## config.mk

```make
export PLATFORM = sky130hd
export DESIGN_NAME = timer_array
export DESIGN_NICKNAME = d
export VERILOG_FILES = /design/src/rtl/timer_pkg.sv /design/src/rtl/timer_channel.sv /design/src/rtl/timer_array.sv
export SDC_FILE = /design/constraint.sdc
export NUM_CORES = 1
export LEC_CHECK = 0
export BUFFER_PORTS_ARGS = -buffer_cell sky130_fd_sc_hd__buf_2
export CAP_MARGIN = 25
export CORE_UTILIZATION = 45
export CTS_CLUSTER_SIZE = 20
export DETAILED_ROUTE_END_ITERATION = 12
export PLACE_DENSITY_LB_ADDON = 0.3
export SYNTH_ARGS = -nofsm -noshare
export SYNTH_HDL_FRONTEND = slang
export SYNTH_SLANG_ARGS = --single-unit
```

## constraint.sdc

```tcl
create_clock -name clk -period 12.8 [get_ports clk]
set_clock_uncertainty 0.15 [all_clocks]
set_input_delay 2.56 -clock clk [delete_from_list [all_inputs] [get_ports clk]]
set_output_delay 2.56 -clock clk [all_outputs]
set_load 0.01 [all_outputs]
```

## src/rtl/timer_pkg.sv

```systemverilog
// Shared definitions for the timer array: channel FSM encoding, register
// offsets within a channel window, CTRL field positions and MODE codes.
package timer_pkg;

  typedef enum logic [1:0] {
    ST_IDLE   = 2'd0,
    ST_LOAD   = 2'd1,
    ST_CNT    = 2'd2,
    ST_EXPIRE = 2'd3
  } state_e;

  localparam logic [1:0] REG_CTRL   = 2'd0;
  localparam logic [1:0] REG_PRESET = 2'd1;
  localparam logic [1:0] REG_COUNT  = 2'd2;
  localparam logic [1:0] REG_STATUS = 2'd3;

  localparam int CTRL_EN       = 0;
  localparam int CTRL_MODE_LO  = 1;
  localparam int CTRL_MODE_HI  = 2;
  localparam int CTRL_IM       = 3;
  localparam int CTRL_PRESC_LO = 8;
  localparam int CTRL_PRESC_HI = 15;

  localparam logic [1:0] MODE_ONESHOT = 2'd0;
  localparam logic [1:0] MODE_RELOAD  = 2'd1;

  // Reassemble the CTRL register image; unimplemented bits read as zero.
  function automatic logic [31:0] pack_ctrl(input logic en, input logic [1:0] mode,
                                            input logic im, input logic [7:0] presc);
    return {16'h0000, presc, 4'h0, im, mode, en};
  endfunction

endpackage

```

## src/rtl/timer_channel.sv

```systemverilog
// One timer channel: control/preset registers, prescaler, down-counter,
// IDLE/LOAD/CNT/EXPIRE sequencing and the sticky pending flag.
module timer_channel
  import timer_pkg::*;
#(
  parameter int CNT_W = 32
) (
  input  logic             clk,
  input  logic             reset,
  input  logic             ctrl_we,
  input  logic             preset_we,
  input  logic             status_we,
  input  logic [31:0]      wdata,
  output logic [31:0]      ctrl_rd,
  output logic [CNT_W-1:0] preset,
  output logic [CNT_W-1:0] count,
  output logic             pending,
  output logic             irq
);

  logic       en;
  logic       im;
  logic [1:0] mode;
  logic [7:0] presc;
  logic [7:0] presc_cnt;
  state_e     state;
  state_e     state_nxt;
  logic       load;
  logic       dec;
  logic       expire;
  logic       clr_en;
  logic       presc_clr;
  logic       presc_inc;
  logic       tick;
  logic       unused_wdata;

  // Bits that only matter for narrow presets or reserved CTRL fields.
  assign unused_wdata = ^{wdata[31:16], wdata[7:4]};

  always_ff @(posedge clk or posedge reset) begin
    if (reset) state <= ST_IDLE;
    else       state <= state_nxt;
  end

  always_comb begin
    state_nxt = state;
    load      = 1'b0;
    dec       = 1'b0;
    expire    = 1'b0;
    clr_en    = 1'b0;
    presc_clr = 1'b0;
    presc_inc = 1'b0;
    tick      = (presc_cnt == presc);
    case (state)
      ST_IDLE: begin
        if (en) state_nxt = ST_LOAD;
        else    state_nxt = ST_IDLE;
      end
      ST_LOAD: begin
        if (!en) begin
          state_nxt = ST_IDLE;
        end else begin
          load      = 1'b1;
          state_nxt = ST_CNT;
        end
      end
      ST_CNT: begin
        if (!en) begin
          state_nxt = ST_IDLE;
        end else if (tick) begin
          presc_clr = 1'b1;
          // A preset of zero expires on the first tick just like a preset of one.
          if (count <= CNT_W'(1)) begin
            expire    = 1'b1;
            state_nxt = ST_EXPIRE;
          end else begin
            dec       = 1'b1;
            state_nxt = ST_CNT;
          end
        end else begin
          presc_inc = 1'b1;
          state_nxt = ST_CNT;
        end
      end
      ST_EXPIRE: begin
        if (mode == MODE_RELOAD) begin
          state_nxt = ST_LOAD;
        end else begin
          clr_en    = 1'b1;
          state_nxt = ST_IDLE;
        end
      end
      default: state_nxt = ST_IDLE;
    endcase
  end

  always_ff @(posedge clk or posedge reset) begin
    if (reset) begin
      en        <= 1'b0;
      mode      <= 2'd0;
      im        <= 1'b0;
      presc     <= 8'd0;
      preset    <= '0;
      count     <= '0;
      presc_cnt <= 8'd0;
      pending   <= 1'b0;
    end else begin
      if (ctrl_we) begin
        en    <= wdata[CTRL_EN];
        mode  <= wdata[CTRL_MODE_HI:CTRL_MODE_LO];
        im    <= wdata[CTRL_IM];
        presc <= wdata[CTRL_PRESC_HI:CTRL_PRESC_LO];
      end else if (clr_en) begin
        en <= 1'b0;
      end
      if (preset_we) preset <= wdata[CNT_W-1:0];
      if (load)        count <= preset;
      else if (expire) count <= '0;
      else if (dec)    count <= count - CNT_W'(1);
      if (load || presc_clr) presc_cnt <= 8'd0;
      else if (presc_inc)    presc_cnt <= presc_cnt + 8'd1;
      // Expiry beats a simultaneous software clear so no event is lost.
      if (expire) pending <= 1'b1;
      else if (ctrl_we || (status_we && wdata[0])) pending <= 1'b0;
    end
  end

  assign ctrl_rd = pack_ctrl(en, mode, im, presc);
  assign irq     = pending & im;

endmodule

```

## src/rtl/timer_array.sv

```systemverilog
// Array of independent timer channels behind a word-addressed register window,
// with a combinational read mux and per-channel plus combined interrupts.
module timer_array
  import timer_pkg::*;
#(
  parameter int NUM_CH = 4,
  parameter int CNT_W  = 32
) (
  input  logic              clk,
  input  logic              reset,
  input  logic [29:0]       Addr,
  input  logic              WE,
  input  logic [31:0]       Din,
  output logic [31:0]       Dout,
  output logic [NUM_CH-1:0] IRQ,
  output logic              IRQ_any
);

  logic [27:0]      chan_idx;
  logic [1:0]       reg_sel;
  logic [NUM_CH-1:0] hit;
  logic [NUM_CH-1:0] pend;
  logic [31:0]      ctrl_rd   [NUM_CH];
  logic [CNT_W-1:0] preset_rd [NUM_CH];
  logic [CNT_W-1:0] count_rd  [NUM_CH];
  logic [31:0]      sel_ctrl;
  logic [31:0]      sel_preset;
  logic [31:0]      sel_count;
  logic             sel_pend;

  // The full upper address is the channel index, so out-of-range accesses never alias.
  assign chan_idx = Addr[29:2];
  assign reg_sel  = Addr[1:0];

  for (genvar i = 0; i < NUM_CH; i++) begin : g_ch
    assign hit[i] = (chan_idx == 28'(i));
    timer_channel #(.CNT_W(CNT_W)) u_ch (
      .clk       (clk),
      .reset     (reset),
      .ctrl_we   (WE && hit[i] && (reg_sel == REG_CTRL)),
      .preset_we (WE && hit[i] && (reg_sel == REG_PRESET)),
      .status_we (WE && hit[i] && (reg_sel == REG_STATUS)),
      .wdata     (Din),
      .ctrl_rd   (ctrl_rd[i]),
      .preset    (preset_rd[i]),
      .count     (count_rd[i]),
      .pending   (pend[i]),
      .irq       (IRQ[i])
    );
  end

  // One-hot OR read mux; no hit leaves every field zero.
  always_comb begin
    sel_ctrl   = 32'd0;
    sel_preset = 32'd0;
    sel_count  = 32'd0;
    sel_pend   = 1'b0;
    for (int i = 0; i < NUM_CH; i++) begin
      sel_ctrl               = sel_ctrl | (hit[i] ? ctrl_rd[i] : 32'd0);
      sel_preset[CNT_W-1:0]  = sel_preset[CNT_W-1:0] | (hit[i] ? preset_rd[i] : '0);
      sel_count[CNT_W-1:0]   = sel_count[CNT_W-1:0] | (hit[i] ? count_rd[i] : '0);
      sel_pend               = sel_pend | (hit[i] & pend[i]);
    end
    case (reg_sel)
      REG_CTRL:   Dout = sel_ctrl;
      REG_PRESET: Dout = sel_preset;
      REG_COUNT:  Dout = sel_count;
      REG_STATUS: Dout = {31'd0, sel_pend};
      default:    Dout = 32'd0;
    endcase
  end

  assign IRQ_any = |IRQ;

endmodule
```

* Word level (Yosys, flattened, before mapping) *
Index checks and enable logic that the tools add are counted.
Widths: inputs -> output; s select.

storage, ports and cells
  register bits = 348
  bits in latches = 0
  bits in writable memories = 0
  bits in read-only memories = 0
  input bits = 65
  memories kept = 0

cells by class
  add/sub/neg operators = 8
  multipliers = 0
  divide/modulo/power cells = 0
  order comparisons = 4
  equality and inequality tests = 26
  shift-type cells = 0
  multiplexer cells = 149
  bitwise operators = 20
  reductions and logical operators = 51

operators by type and width
  cell                   count
  $mux 32                20
  $or 32x32->32          6
  $le 32x1->1 const B    4
  $pmux 32 s4            1
  $sub 32x1->32 const B  4
  $mux 1                 104
  $mux 16                4
  $mux 8                 8
  $eq 28x2->1 const B    2
  $or 16x16->16          3
  $add 8x1->8 const B    4
  $eq 8x8->1             4
  $pmux 2 s4             4
  $eq 28x1->1 const B    1
  $logic_not 28->1       1
  $reduce_bool 2->1      12
  $eq 2x2->1 const B     10
  $logic_and 1x1->1      20
  $eq 2x1->1 const B     9
  $mux 2                 8
  $reduce_bool 3->1      4
  $logic_not 2->1        5
  $and 1x1->1            8
  $logic_or 1x1->1       8
  2 further kinds        4

* Depth between registers and ports, before layout *
Gate-level depths: netlist of run 1.

  word-level depth = 8
  mapped depth = 9
  mapped depth without buffers = 8

* Hierarchy *
From an unflattened synthesis of run 1, not the netlist that was laid out.

unflattened totals
  cell total of the unflattened synthesis = 2100
  area, all modules = 21456.8 µm²

by module, submodules not included
  module                            times used  cells each  area an instance (µm²)  sequential area each (µm²)
  timer_channel (g_ch[0].u_ch ...)  3           422         4525.6                  2177.1
  timer_channel (g_ch[3].u_ch)      1           421         4380.5                  2177.1
  timer_array                       1           413         3499.6                  0.0

* Least setup slack after synthesis of run 1 *
OpenSTA, ideal clock, no wires.

  path type = input to output
  from = in Addr[2]
  to = out Dout[15]
  data arrival time = 4.418 ns
  setup slack = 5.672 ns
  stages = 7
  buffers on the path = 3
  cell sequence = clkbuf_1 -> buf_1 -> buf_2 -> mux4_2 -> a22oi_1 -> a2bb2oi_1 -> o22ai_1

between the ends
  longest elaborated chain between the ends = 6
  elaborated cells between the ends (all ways) = 26
  those cells by class = eq/ne: 3; mux: 13; bitwise: 9; reduce/logical: 1

RTL lines
  element                                                    line               text
  from (decl)                                                timer_array.sv:11  input logic [29:0] Addr,
  $eq 28x1->1 / $logic_not 28->1 (equally long branches)     timer_array.sv:36  assign hit[i] = (chan_idx == 28'(i));
  $mux 32, or another cell as far along                      timer_array.sv:61  sel_count[CNT_W-1:0] = sel_count[CNT_W-1:0] | (hit[i] ? count_rd[i] : '0);
  $or 32x32->32, or another cell as far along (3 in series)  timer_array.sv:61
  $pmux 32 s4 (*)                                            timer_array.sv:64  case (reg_sel)
  to (decl)                                                  timer_array.sv:14  output logic [31:0] Dout,

Mark *: on every way between the ends. The rest lies on a longest branch, timed or not.

* Worst setup path in the final report of run 1 *
  from = in Addr[3]
  to = out Dout[0]

between the ends
  longest elaborated chain between the ends = 6
  elaborated cells between the ends (all ways) = 33
  those cells by class = eq/ne: 3; mux: 13; bitwise: 16; reduce/logical: 1

RTL lines
  element                                                 line               text
  $eq 28x1->1 / $logic_not 28->1 (equally long branches)  timer_array.sv:36
  $and 1x1->1, or another cell as far along               timer_array.sv:62  sel_pend = sel_pend | (hit[i] & pend[i]);
  $or 1x1->1, or another cell as far along (3 in series)  timer_array.sv:62
  $pmux 32 s4 (*)                                         timer_array.sv:64

Marks and branches as above.

==> results.md, run 1 <==
* Outcome: finished clean
* Avg Inst Size Synth at 10.8 µm²
* Synth async-reset ratio at 1.00
* Clk root buf: clkbuf_16
* Std cell rows at 75
* Area of the multi-input gates at 0.0103 mm²
* Vias in the first global route at 15,541
* Synth Flop Type: dfrtp_1
* Die span in x at 210 µm
* Rel. slew slack at 0.218
* Int Pwr at 0.00187 W
* Most used cell along the critical path: buf_4
* Filler Cells Inserted at 3,803
* P_sw at 0.000541 W
* Fin crit share at 0.635
* TNS Setup at 0 ns
* Vert. Die Dim at 210 µm
* Mapped Area at 0.0195 mm²
* Slew Viols, Final at 0
* Synthesized instance count at 1,797
* Syn_nets at 1,874
* Initial antenna violation count at 0
* Top post-synthesis cells by area: dfrtp_1 (45%), mux2_2 (10%), mux4_2 (7.8%)
* Via count at 15,992
* Synth area leader: dfrtp_1
* Syn-to-layout area delta at 13.0%
* Resize count post-CTS at 0
* Number of diodes at 0
* Ys Warns at 0
* Worst-path fanout max at 55
* Die area at 0.0441 mm²
* R2r worst-path depth at 6
* Reg area at 0.00871 mm²
* Synth top area share at 0.447
* Register area share after synthesis at 0.447
* Cts hold-fix bufs at 0
* Hold Crit Depth at 2
* Placed cell area at 0.0206 mm²
* Wirelength, routed at 66,100 µm
* Initial DRC Count at 1,984
* DRC errors left at 0
* H-tree depth at 2
* Instance count on the critical path at 7
* Worst-Skew Late Latency at 0.58 ns
* Tot Pwr at 0.00241 W
* Clock Sinks at 348
* Leakage at 10.2 nW
* CTS max path bufs at 3
* Sequential share of power at 0.457
* Hold Crit Class: reg2reg
* Largest net degree at the start of global routing at 183
* Combinational power share at 0.032
* Core Util, Final at 0.520
* CP arrival at 5.42 ns
* Pwr per Cell Area at 110 mW/mm²
* Cell with the most instances after synthesis: dfrtp_1
* Hold Violations, Final at 0
* Max incr delay on CP at 0.73 ns
* First-pass GRT wire length at 100,000 µm
* Number of synthesized flops with an enable pin at 0
* GPL Wtd Cong at 0.916
* Total global routing overflow at 0
* CTS buffer count at 40
* CP Data Required Time at 10.09 ns
* RSZ-0062 raised after global routing: no
* Maximum clock rate at 123 MHz
* Maximum Capacitance Violations at 0
* Final #Nets at 1,941
* CTS tree: yes
* Final setup viols at 0
* Setup repair bufs after CTS at 0
* CP max stage cell: buf_4
* Synth cell count leaders: dfrtp_1 (348), mux2_2 (180), nand2_1 (144)
* Starting Density at 0.460
* CP Cell Sequence: buf_4 > buf_4 > mux4_2 > nor3_1 > a21oi_1 > a211oi_1 > buf_2
* Clock-pin slew on the worst setup and hold paths at 0.06 ns
* # IOs at 102
* Critical Path Source Type: primary input
* Worst vdd ir at 84.2 µV
* Switch share at 0.225
* Synthesis-stage register bit count at 348
* WP buf/inv at 3
* Antenna Nets Post-Route at 0
* Reg2reg setup slack at 9.06 ns
* Clock network fraction of total power at 0.511
* Port Buffer Count at 101
* Drt pass-1 iters at 7
* Slew of the pin with the lowest slew margin at 1.17 ns
* Layout cells sized above 1 at 0.262
* Total GRT Usage at 0.305
* Synth unique cells at 84
* Tmin final at 8.13 ns
* Design Area, Final at 0.0220 mm²
* Crit. End Element: output pin
* DP Wirelength at 47,700 µm
* Critical path's top delay family: buffers and inverters
* DR vias/cell at 6.47
* Core ar. at 0.0423 mm²
* Kind of critical path: in2out
* Avg WL per Cell at 26.8 µm
==> through the flow <==
stage | setup slack [ns] | hold slack [ns] | instances
3_5_place_dp | 4.85 | 0.341 | 2398
5_1_grt | 4.58 | 0.387 | 2471
6_report | 4.67 | 0.355 | 2471
3_3_place_gp | 4.85 | 0.330 | 2394
4_1_cts | 4.81 | 0.346 | 2470
2_1_floorplan | 0.440 | 0.311 | 1797
==> state kept, by name, indices dropped and copies added (netlist names) <==
name,cells
g_ch.u_ch.pending,4
g_ch.u_ch.im,4
g_ch.u_ch.preset,128
g_ch.u_ch.mode,8
g_ch.u_ch.presc_cnt,32
g_ch.u_ch.presc,32
g_ch.u_ch.count,128
g_ch.u_ch.state,8
g_ch.u_ch.en,4
==> power by group through the flow <==
stage	Clock, W	Combinational (W)	Sequential (W)
detailed placement	0	0.0000779	0.00112
CTS	0.00124	0.0000780	0.00110
floorplan	0	0.0000421	0.00112
global route	0.00128	0.0000843	0.00110
finish	0.00123	0.0000778	0.00110
global placement	0	0.0000758	0.00112
==> cell families after synthesis <==
kind of cell             count (synthesis)  share of synthesized area
adder cells (fa/ha/maj)                 12                    0.00771
XOR/XNOR                               113                     0.0509
multiplexers                           262                      0.189
flip-flops                             348                      0.447
buffers and inverters                  133                     0.0285
AND/OR/NAND/NOR                        587                      0.161
AO/OA/AOI/OAI                          342                      0.115
==> worst min-delay path, delay by kind of cell (launching register included) <==
kind | cells | cell delay (ns)
AND/OR/NAND/NOR | 1 | 0.05
AO/OA/AOI/OAI | 1 | 0.06
flip-flops | 1 | 0.36
==> layer usage <==
layer | up-vias | global-route usage | part of all wire
met1 | 8063 | 0.425 | 0.41
met2 | 916 | 0.463 | 0.44
met3 | 158 | 0.0583 | 0.096
met5 | - | 0 | 0
li1 | 6855 | - | -
met4 | 0 | 0.139 | 0.049
==> cell type report <==
| type | instances | area share |
|---|---|---|
| tap | 577 | 0.0328 |
| timing repair buffer | 132 | 0.0361 |
| clock buffer | 57 | 0.0539 |
| multi-input combinational | 1316 | 0.467 |
| sequential | 348 | 0.396 |
| inverter | 26 | 0.00478 |
| clock inverter | 15 | 0.00962 |
==> path summary, 6_finish.rpt <==
check,startpoint,endpoint
hold / removal,g_ch[0].u_ch.preset[7]$_DFFE_PP0P_,g_ch[0].u_ch.count[7]$_DFFE_PP0P_
max in group asynchronous,reset,g_ch[3].u_ch.presc_cnt[4]$_DFFE_PP0P_
setup / recovery,Addr[3],Dout[0]
setup reg to reg,g_ch[0].u_ch.count[8]$_DFFE_PP0P_,g_ch[0].u_ch.state[0]$_DFF_PP0_
hold reg to reg,g_ch[0].u_ch.preset[7]$_DFFE_PP0P_,g_ch[0].u_ch.count[7]$_DFFE_PP0P_
min in group asynchronous,reset,g_ch[2].u_ch.count[21]$_DFFE_PP0P_
==> placed cells by master, fill, tap and decap left out, types with 12 or more instances in the layout <==
cell | Yosys | routed
nand4b_1 | 12 | 12
buf_2 | 21 | 100
nand2b_1 | 12 | 12
o31ai_1 | 15 | 13
and2_1 | 16 | 16
o22ai_1 | 12 | 12
nand3_1 | 53 | 51
inv_1 | 26 | 25
and3_1 | 14 | 13
or3_1 | 23 | 23
or4_1 | 21 | 21
a22o_1 | 25 | 25
dfrtp_1 | 348 | 348
xor2_1 | 66 | 66
a21oi_1 | 47 | 47
nand4_1 | 29 | 29
mux2i_1 | 15 | 15
nand2_1 | 144 | 144
buf_4 | 6 | 28
clkbuf_16 | 0 | 41
nor2_1 | 114 | 113
mux2_2 | 180 | 180
a22oi_1 | 24 | 24
nor4_1 | 34 | 33
ha_1 | 12 | 12
nor3_1 | 51 | 49
mux4_2 | 67 | 67
o21ai_0 | 114 | 114
xnor2_1 | 47 | 47
Power figures use the tool's default switching activity.
==> run 2, diff against run 1 <==
- ABC_AREA: not set -> 1
- clock period: 12.8 -> 8 ns (I/O delays scaled with it)
==> run 2 against run 1 <==
Compared with the run above:
- synthesized area is 9.7% higher
- setup slack worse by 2.7 ns
- critical endpoint is now Dout[6]
- via count is 33% higher
- largest power group unchanged
- sequential share of layout area is 2.8 points lower
- utilization is 1.2 points lower
- critical path depth is 6 higher
- non-clock buffer count is 10 lower
- cell count is 53% higher
==> results.md, run 2 <==
* Outcome: finished clean (unchanged)
* XOR/XNOR Fraction of Synth Area at 0.0390 (was 0.0509)
* Register area share after synthesis at 0.408 (was 0.447)
* CP max stage cell: inv_2 (was buf_4)
* R2r worst-path depth at 8 (was 6)
* Design Area, Final at 0.0237 mm² (was 0.0220 mm²)
* Tmin final at 6.00 ns
* Largest net degree at the start of global routing at 183 (unchanged)
* Maximum Capacitance Violations at 0 (unchanged)
* Cts hold-fix bufs at 0 (unchanged)
* Critical Path Source Type: primary input (unchanged)
* Synth async-reset ratio at 1.00 (unchanged)
* Crit. End Element: output pin (unchanged)
* Std cell rows at 79 (was 75)
* Synth unique cells at 45 (was 84)
* Filler Cells Inserted at 4,746 (was 3,803)
* Crit. Startpoint: Addr[10] (was Addr[3])
* Core ar. at 0.0467 mm² (was 0.0423 mm²)
* Pwr per Cell Area at 167 mW/mm² (was 110 mW/mm²)
* Commonest non-fill, non-tap cell in the layout: nand2_1 (was dfrtp_1)
* Reg2reg setup slack at 5.07 ns (was 9.06 ns)
* Hold Crit Class: reg2reg (unchanged)
* Port Buffer Count at 101 (unchanged)
* Layout cells sized above 1 at 0.0777 (was 0.262)
* CTS max path bufs at 3 (unchanged)
* Syn_nets at 3,179 (was 1,874)
* Core Util, Final at 0.507 (was 0.520)
* Resize count post-CTS at 0 (unchanged)
* Main combinational cell family by area after synthesis: simple AND/OR/NAND/NOR gates (was multiplexers)
* TNS Setup at 0 ns (unchanged)
* Syn-to-layout area delta at 10.9% (was 13.0%)
* Synthesis-stage register bit count at 348 (unchanged)
* First-pass GRT wire length at 118,000 µm (was 100,000 µm)
* Worst vdd ir at 117 µV (was 84.2 µV)
* Most frequent cells in the layout: nand2_1 (999), dfrtp_1 (348), inv_1 (324) (was dfrtp_1 (348), mux2_2 (180), nand2_1 (144))
* Hold path start: g_ch[3].u_ch.preset[30]$_DFFE_PP0P_ (was g_ch[0].u_ch.preset[7]$_DFFE_PP0P_)
* Hold Crit Depth at 2 (unchanged)
* Clock-pin slew on the worst setup and hold paths at 0.06 ns (about the same)
* Vias in the first global route at 19,760 (was 15,541)
* Clk root buf: clkbuf_16 (unchanged)
* Maximum clock rate at 167 MHz
* RSZ-0062 raised after global routing: no (unchanged)
* CTS tree: yes (unchanged)
* Synth cell count leaders: nand2_1 (999), dfrtp_1 (348), inv_1 (325) (was dfrtp_1 (348), mux2_2 (180), nand2_1 (144))
* Leakage at 12.2 nW (was 10.2 nW)
* Die area at 0.0483 mm² (was 0.0441 mm²)
* Synth area leader: dfrtp_1 (unchanged)
* Total global routing overflow at 0 (unchanged)
* DRC errors left at 0 (unchanged)
* DR vias/cell at 5.63 (was 6.47)
* RR Startpoint: g_ch[0].u_ch.state[1]$_DFF_PP0_ (was g_ch[0].u_ch.count[8]$_DFFE_PP0P_)
* Rel. slew slack at 0.183 (was 0.218)
* CP arrival at 4.25 ns (was 5.42 ns)
* Adder-cell area share of the yosys netlist at 0.00703 (was 0.00772)
* Worst Setup Slack, final at 2.00 ns (was 4.67 ns)
* Kind of critical path: in2out (unchanged)
* Post-synthesis compound-gate area fraction at 0.105 (was 0.115)
* Slew of the pin with the lowest slew margin at 1.23 ns (was 1.17 ns)
* Synth top area share at 0.408 (was 0.447)
* Ys Warns at 0 (unchanged)
* Initial DRC Count at 2,684 (was 1,984)
* Fin crit share at 0.750
* Final setup viols at 0 (unchanged)
* Initial antenna violation count at 3 (was 0)
* Clock Sinks at 348 (unchanged)
* Top post-synthesis cells by area: dfrtp_1 (41%), nand2_1 (18%), nand3_1 (7.1%) (was dfrtp_1 (45%), mux2_2 (10%), mux4_2 (7.8%))
* CP Cell Sequence: buf_2 > inv_1 > nand2_1 > nor2_1 > nand2_2 > nor2_4 > nand2_4 > inv_2 > nand2_1 > o21ai_0 > o21ai_0 > nand2_1 > buf_2 (was buf_4 > buf_4 > mux4_2 > nor3_1 > a21oi_1 > a211oi_1 > buf_2)
* GPL Wtd Cong at 0.967 (was 0.916)
* Slew Viols, Final at 0 (unchanged)
* Mapped Area at 0.0214 mm² (was 0.0195 mm²)
* Final #Nets at 3,225 (was 1,941)
* Max incr delay on CP at 0.58 ns (was 0.73 ns)
* Mux share of post-synthesis cell area at 0 (was 0.189)
* Total GRT Usage at 0.324 (was 0.305)
* Number of synthesized flops with an enable pin at 0 (unchanged)
* Top Registers: g_ch.u_ch.count: 128 flops, g_ch.u_ch.preset: 128 flops (unchanged)
* DP Wirelength at 57,700 µm (was 47,700 µm)
* Worst-Skew Late Latency at 0.58 ns (about the same)
* Avg Inst Size Synth at 6.89 µm² (was 10.8 µm²)
* H-tree depth at 2 (unchanged)
* Vert. Die Dim at 220 µm (was 210 µm)
* Wirelength, routed at 77,700 µm (was 66,100 µm)
* Cell with the most instances after synthesis: nand2_1 (was dfrtp_1)
* Placed cell area at 0.0222 mm² (was 0.0206 mm²)
* Worst-path fanout max at 38 (was 55)
* CP Data Required Time at 6.25 ns (was 10.09 ns)
* Hold Violations, Final at 0 (unchanged)
* Most used cell along the critical path: nand2_1 (was buf_4)
* Reg2reg end: g_ch[0].u_ch.count[27]$_DFFE_PP0P_ (was g_ch[0].u_ch.state[0]$_DFF_PP0_)
* Drt pass-1 iters at 6 (was 7)
* End of the worst hold path: g_ch[3].u_ch.preset[30]$_DFFE_PP0P_ (was g_ch[0].u_ch.count[7]$_DFFE_PP0P_)
* Via count at 21,306 (was 15,992)
* Starting Density at 0.458 (was 0.460)
* Synth Area in Simple Gates at 0.352 (was 0.161)
* Synth Flop Type: dfrtp_1 (unchanged)
* Die span in x at 220 µm (was 210 µm)
* Synthesized instance count at 3,102 (was 1,797)
* # IOs at 102 (unchanged)
* Pre-CTS setup slack at 2.09 ns (was 4.85 ns)
* Avg WL per Cell at 20.5 µm (was 26.8 µm)
* Antenna Nets Post-Route at 0 (unchanged)
* CTS buffer count at 42 (was 40)
* Setup repair bufs after CTS at 0 (unchanged)
-- run 2: cell count changes in the layout (fill, tap and decap cells not counted), sizes merged, moves of 67 or more --
| cell | before | now |
|---|---|---|
| nor2 | 115 | 306 |
| o21ai | 122 | 363 |
| mux4 | 67 | 0 |
| nand3 | 55 | 306 |
| mux2 | 180 | 0 |
| nand2 | 146 | 1013 |
| inv | 29 | 332 |
-- run 2: layout make-up --
| type | count | area (µm²) | share of cell area |
|---|---|---|---|
| Multi-Input combinational cell | 2299 | 10800 | 0.454 |
| Sequential cell | 348 | 8710 | 0.368 |
| Inverter | 335 | 1260 | 0.0533 |
| Clock buffer | 54 | 1220 | 0.0515 |
| Tap cell | 607 | 759 | 0.0321 |
| Timing Repair Buffer | 122 | 708 | 0.0299 |
| Clock inverter | 20 | 259 | 0.0109 |
| Antenna cell | 2 | 5.00 | 0.000211 |
-- run 2: worst max-delay path by stage --
stage	slack (ns)	depth (start not counted)	end
global placement	2.16	13	Dout[6]
detailed placement	2.09	13	Dout[5]
global route	1.79	13	Dout[6]
floorplan	1.59	1	g_ch[0].u_ch.count[0]$_DFFE_PP0P_
finish	2.00	13	Dout[6]
CTS	2.07	13	Dout[6]
-- run 2: cells by family after synthesis --
group | Yosys count
compound gates | 426
xor+xnor | 95
fa+ha+maj | 12
buf+inv | 455
flops | 348
simple gates | 1766
-- run 2: metal layers --
layer,wire [µm],GRT usage
met1,34400,0.468
met2,33700,0.476
met3,7250,0.0729
met4,2280,0.105
met5,66,0.00625
-- run 2: stage by stage --
stage	instances	hold WS [ns]	power, W
after CTS	3785	0.343	0.00397
final	3787	0.341	0.00395
after global routing	3785	0.370	0.00404
after floorplan	3102	0.309	0.00184
after detailed placement	3711	0.328	0.00190
after global placement	3709	0.322	0.00190
-- run 2: worst max-delay path, delay by kind of cell --
family                 cells  cell delay, ns
and+or+nand+nor            7            1.46
buffers and inverters      4            0.91
AOI/OAI and AO/OA          2            0.24
-- run 2: where the power goes --
part	switching (W)	total, W	internal [W]
Combinational	0.0000833	0.000103	0.0000195
Sequential	0.0000000000469	0.00176	0.00176
Clock	0.000817	0.00208	0.00127
